**src/rtl/id_ex_stage.sv**
```systemverilog
// ID/EX pipeline register with EX-stage operand forwarding.
// Captures decoded operands and control, then presents ALU operands
// (SrcA/SrcB), the ALU code and the store-data value (ex_rs2).
// Optional feature: define ID_EX_FORWARDING_EN to compile in EX/MEM and
// MEM/WB forwarding onto both source operands. Without it the registered
// register-file values are used directly and the later-stage inputs are unused.

`ifdef ID_EX_FORWARDING_EN
// Per-operand forwarding selector; EX/MEM is the younger result and wins.
module id_ex_fwd #(
  parameter int DATA_WIDTH     = 32,
  parameter int REG_ADDR_WIDTH = 5
) (
  input  logic [REG_ADDR_WIDTH-1:0] src_addr,
  input  logic [DATA_WIDTH-1:0]     src_data,
  input  logic [REG_ADDR_WIDTH-1:0] exmem_rd,
  input  logic                      exmem_reg_write,
  input  logic [DATA_WIDTH-1:0]     exmem_result,
  input  logic [REG_ADDR_WIDTH-1:0] memwb_rd,
  input  logic                      memwb_reg_write,
  input  logic [DATA_WIDTH-1:0]     memwb_result,
  output logic [DATA_WIDTH-1:0]     fwd
);
  // x0 is hardwired zero, so a later stage claiming to write it is ignored
  always_comb begin
    fwd = src_data;
    if (exmem_reg_write && (exmem_rd != '0) && (exmem_rd == src_addr))
      fwd = exmem_result;
    else if (memwb_reg_write && (memwb_rd != '0) && (memwb_rd == src_addr))
      fwd = memwb_result;
  end
endmodule
`endif

module id_ex_stage #(
  parameter int DATA_WIDTH     = 32,
  parameter int OPCODE_LENGTH  = 4,
  parameter int REG_ADDR_WIDTH = 5
) (
  input  logic                      clk,
  input  logic                      reset,
  input  logic                      in_valid,
  input  logic                      stall,
  input  logic                      flush,
  input  logic [DATA_WIDTH-1:0]     rs1_data,
  input  logic [DATA_WIDTH-1:0]     rs2_data,
  input  logic [DATA_WIDTH-1:0]     imm,
  input  logic [REG_ADDR_WIDTH-1:0] rs1_addr,
  input  logic [REG_ADDR_WIDTH-1:0] rs2_addr,
  input  logic [REG_ADDR_WIDTH-1:0] rd_addr,
  input  logic                      alu_src,
  input  logic [OPCODE_LENGTH-1:0]  alu_op,
  input  logic                      reg_write,
  input  logic [REG_ADDR_WIDTH-1:0] exmem_rd,
  input  logic [REG_ADDR_WIDTH-1:0] memwb_rd,
  input  logic                      exmem_reg_write,
  input  logic                      memwb_reg_write,
  input  logic [DATA_WIDTH-1:0]     exmem_result,
  input  logic [DATA_WIDTH-1:0]     memwb_result,
  output logic [DATA_WIDTH-1:0]     SrcA,
  output logic [DATA_WIDTH-1:0]     SrcB,
  output logic [OPCODE_LENGTH-1:0]  Operation,
  output logic                      ex_valid,
  output logic [REG_ADDR_WIDTH-1:0] ex_rd,
  output logic                      ex_reg_write,
  output logic [DATA_WIDTH-1:0]     ex_rs2
);
  localparam int NUM_SRC = 2;

  typedef struct packed {
    logic                      valid;
    logic [DATA_WIDTH-1:0]     rs1_data;
    logic [DATA_WIDTH-1:0]     rs2_data;
    logic [DATA_WIDTH-1:0]     imm;
    logic [REG_ADDR_WIDTH-1:0] rs1;
    logic [REG_ADDR_WIDTH-1:0] rs2;
    logic [REG_ADDR_WIDTH-1:0] rd;
    logic                      alu_src;
    logic [OPCODE_LENGTH-1:0]  alu_op;
    logic                      reg_write;
  } stage_t;

  stage_t dec, ex_q;

  logic [NUM_SRC-1:0][REG_ADDR_WIDTH-1:0] src_addr;
  logic [NUM_SRC-1:0][DATA_WIDTH-1:0]     src_data;
  logic [NUM_SRC-1:0][DATA_WIDTH-1:0]     fwd;

  // Pack the decode inputs; a non-valid slot can never write back
  always_comb begin
    dec           = '0;
    dec.valid     = in_valid;
    dec.rs1_data  = rs1_data;
    dec.rs2_data  = rs2_data;
    dec.imm       = imm;
    dec.rs1       = rs1_addr;
    dec.rs2       = rs2_addr;
    dec.rd        = rd_addr;
    dec.alu_src   = alu_src;
    dec.alu_op    = alu_op;
    dec.reg_write = reg_write & in_valid;
  end

  // Stage register: flush beats stall, all-zero bubble is a valid-less ADD
  always_ff @(posedge clk or posedge reset) begin
    if (reset)       ex_q <= '0;
    else if (flush)  ex_q <= '0;
    else if (!stall) ex_q <= dec;
  end

  assign src_addr[0] = ex_q.rs1;
  assign src_addr[1] = ex_q.rs2;
  assign src_data[0] = ex_q.rs1_data;
  assign src_data[1] = ex_q.rs2_data;

`ifdef ID_EX_FORWARDING_EN
  // Forwarding is purely combinational, so held operands follow later stages
  for (genvar g = 0; g < NUM_SRC; g++) begin : g_fwd
    id_ex_fwd #(
      .DATA_WIDTH    (DATA_WIDTH),
      .REG_ADDR_WIDTH(REG_ADDR_WIDTH)
    ) u_fwd (
      .src_addr       (src_addr[g]),
      .src_data       (src_data[g]),
      .exmem_rd       (exmem_rd),
      .exmem_reg_write(exmem_reg_write),
      .exmem_result   (exmem_result),
      .memwb_rd       (memwb_rd),
      .memwb_reg_write(memwb_reg_write),
      .memwb_result   (memwb_result),
      .fwd            (fwd[g])
    );
  end
`else
  logic unused_fwd;
  assign fwd        = src_data;
  assign unused_fwd = ^{src_addr, exmem_rd, exmem_reg_write, exmem_result,
                        memwb_rd, memwb_reg_write, memwb_result};
`endif

  assign SrcA         = fwd[0];
  assign SrcB         = ex_q.alu_src ? ex_q.imm : fwd[1];
  assign ex_rs2       = fwd[1];
  assign Operation    = ex_q.alu_op;
  assign ex_valid     = ex_q.valid;
  assign ex_rd        = ex_q.rd;
  assign ex_reg_write = ex_q.reg_write;
endmodule

```
**config.mk**
```make
export PLATFORM = sky130hd
export DESIGN_NAME = id_ex_stage
export DESIGN_NICKNAME = d
export VERILOG_FILES = /design/src/rtl/id_ex_stage.sv
export SDC_FILE = /design/constraint.sdc
export NUM_CORES = 1
export LEC_CHECK = 0
export CORE_UTILIZATION = 38
export CTS_CLUSTER_DIAMETER = 200
export DETAILED_ROUTE_END_ITERATION = 16
export GPL_TIMING_DRIVEN = 0
export PLACE_DENSITY = 0.88
export SYNTH_ARGS = -nofsm -noshare
export SYNTH_HDL_FRONTEND = slang
export SYNTH_SLANG_ARGS = --single-unit
```
**constraint.sdc**
```tcl
create_clock -name clk -period 5.8 [get_ports clk]
set_input_delay 1.74 -clock clk [delete_from_list [all_inputs] [get_ports clk]]
set_output_delay 1.74 -clock clk [all_outputs]
set_load 0.01 [all_outputs]
```
==> results.py <==
metrics = {
    "placement": {
        "placedInstanceArea_um2": 7680,
        "gp_congestion": 0.785,
        "dpl_worst_slack_ps": 2340,
        "hpwl_um": 10200,
        "portBuffers": 216,
    },
    "pwr": {
        "leakagePower_nw": 3.88,
        "vdd_drop_max_mv": 0.125,
        "power-per-cell-area_nw_per_um2": 230,
    },
    "routing": {
        "finalWirelength_um": 13500,
        "dr.pass1.iters": 4,
        "via_per_inst": 4.62,
        "ant_nets": 0,
        "drt_iter0_markers": 195,
        "route.detailed.wl_per_inst_um": 15.6,
        "vias": 4010,
        "drc_errors": 0,
    },
    "synth": {
        "postSynthAreaPerCell_um2": 11.5,
        "synthCells": 459,
        "ys_warn_count": 0,
        "synth.net_count": 657,
        "syn-cell-area_um2": 5270,
        "synth_cell_types": 12,
        "synth_seq_area_share": 0.513,
        "ys_seq_elements": 108,
    },
    "grt": {
        "grt-ovfl-total": 0,
        "grt_pass1_vias": 4196,
        "grt_antenna_before_repair": 0,
        "grt_usage": 0.191,
        "grt_pass1_wl_um": 21300,
        "grt_max_degree": 56,
    },
    "critical_path": {
        "cp_max_fo": 10,
        "required_ps": 4060,
        "critPathKind": "reg -> out",
        "setup.worst_path.end_class": "primary output",
        "cp-start-kind": "flop",
        "crit_arrival_ps": 2040,
        "rr_worst_depth": 4,
    },
    "final_layout": {
        "nNetsFinal": 885,
        "drive_gt1_frac": 0.207,
        "final_core_util": 0.596,
        "multi_input_area_um2": 1850,
        "n_fill_cell": 1057,
        "register_area_um2": 2700,
        "design_area_um2": 7990,
        "diodes": 0,
        "syn2layout_area_growth_pct": 51.5,
    },
    "die": {
        "rows": 42,
        "start_util": 0.393,
        "die-area_um2": 14300,
        "die_w_um": 120,
        "io_pins": 305,
        "core_um2": 13400,
        "fp.dieH_um": 120,
    },
    "timing": {
        "worst_slack_ps": 2020,
        "finalSetupViolations": 0,
        "whs_ps": 523,
        "period_needed_ps": 3780,
        "slew-limit-headroom": 0.529,
        "slew_violations": 0,
        "skew_ps": 0,
        "min_period_over_period": 0.652,
        "hold_viol_final": 0,
        "clock.fmax_mhz": 264,
        "rsz0062_at_grt": "false",
        "tightest_slew_ps": 706,
    },
    "clock_tree": {
        "max-clock-path-buffers": 2,
        "clk_latency_ps": 330,
        "cts.sinks": 108,
        "cts_max_level": 3,
        "cts_made_buffers": 9,
        "post_cts_resized": 0,
        "tritoncts": "done",
        "ctsHoldBuffers": 0,
        "clkTransAtPathRegs_ps": 70,
        "post-cts-setup-buffers": 0,
        "ctsRootBufferMaster": "clkbuf_16",
    },
    "job": {
        "maxCapViolCount": 0,
    },
    "hold_path": {
        "hold_class": "reg -> reg",
        "min_path_cells": 2,
    },
    "run_status": {
        "status": "complete, no violations",
    },
}
## sequential cells by signal, summed over array words and instances, names as in the netlist
register	cells
ex_reg_write	1
ex_valid	1
SrcA	32
ex_rs2	32
ex_q	33
ex_rd	5
Operation	4
## area by class of cell
class,count,share of cell area
Sequential cell,108,0.338
Timing Repair Buffer,217,0.274
Multi-Input combinational cell,249,0.232
Buffer,101,0.0896
Clock buffer,10,0.0299
Tap cell,176,0.0276
Clock inverter,6,0.00799
Inverter,1,0.000783
## worst max-delay path: stages, from the launching register on
cell             delay, ps
dfrtp_1                320
buf_2                  210
buf_2                  300
mux2_2                 370
clkdlybuf4s50_1        500
## cell families (layout without fill, tap and decap cells)
group,count (synthesis),in the layout,share of synthesized area
buf+inv,102,335,0.136
mux,139,139,0.272
compound gates,1,1,0.000949
flops,108,108,0.513
simple gates,109,109,0.0783
## layout by cell type (no fill, tap or decap)
cell type	count
buf_16	1
inv_4	1
dfrtp_1	108
buf_2	8
clkinvlp_4	2
buf_6	2
clkdlybuf4s50_1	216
mux2_2	32
nor2_1	107
clkinv_4	1
nand3b_1	1
clkbuf_16	9
clkbuf_8	1
clkbuf_1	8
mux2i_1	107
a21oi_1	1
clkinv_2	2
nand2_1	1
bufinv_16	1
buf_4	83
## where the power goes
group          switching [W]  internal [W]
logic               0.000148      0.000241
clock network       0.000279      0.000346
registers          0.0000267      0.000795
## routing by layer
metal  part of all wire  vias up  GRT usage
met2               0.49      146      0.325
li1                   -     1898          -
met1               0.43     1949      0.241
met4              0.017        0     0.0641
met3              0.057       17     0.0390
met5                  0        -          0
## cell usage after synthesis, drive strengths merged
master    n  share of area
nand2     1        0.00071
nand3b    1         0.0014
clkbuf    8         0.0057
inv       1        0.00071
dfrtp   108           0.51
mux2     32          0.068
nor2    107          0.076
mux2i   107           0.20
buf      93           0.13
a21oi     1        0.00095
## worst paths after layout
kind | from | slack, ps | end
setup / recovery | ex_q[5] | 2020 | SrcB[4]
max in group asynchronous | reset | 3210 | ex_q[23]
hold reg to reg | SrcA[9] | 520 | SrcA[9]
min in group asynchronous | reset | 1870 | SrcA[8]
setup reg to reg | ex_q[5] | 4690 | ex_q[5]
hold / removal | SrcA[9] | 520 | SrcA[9]
## stage by stage
| step | power (W) | TNS [ps] | cells |
|---|---|---|---|
| after detailed placement | 0.00123 | 0 | 852 |
| after floorplan | 0.00102 | 0 | 459 |
| after global placement | 0.00122 | -27350 | 851 |
| after CTS | 0.00185 | 0 | 868 |
| after global routing | 0.00192 | 0 | 868 |
| final | 0.00184 | 0 | 868 |
No activity file was read; power rests on OpenSTA's default activity.
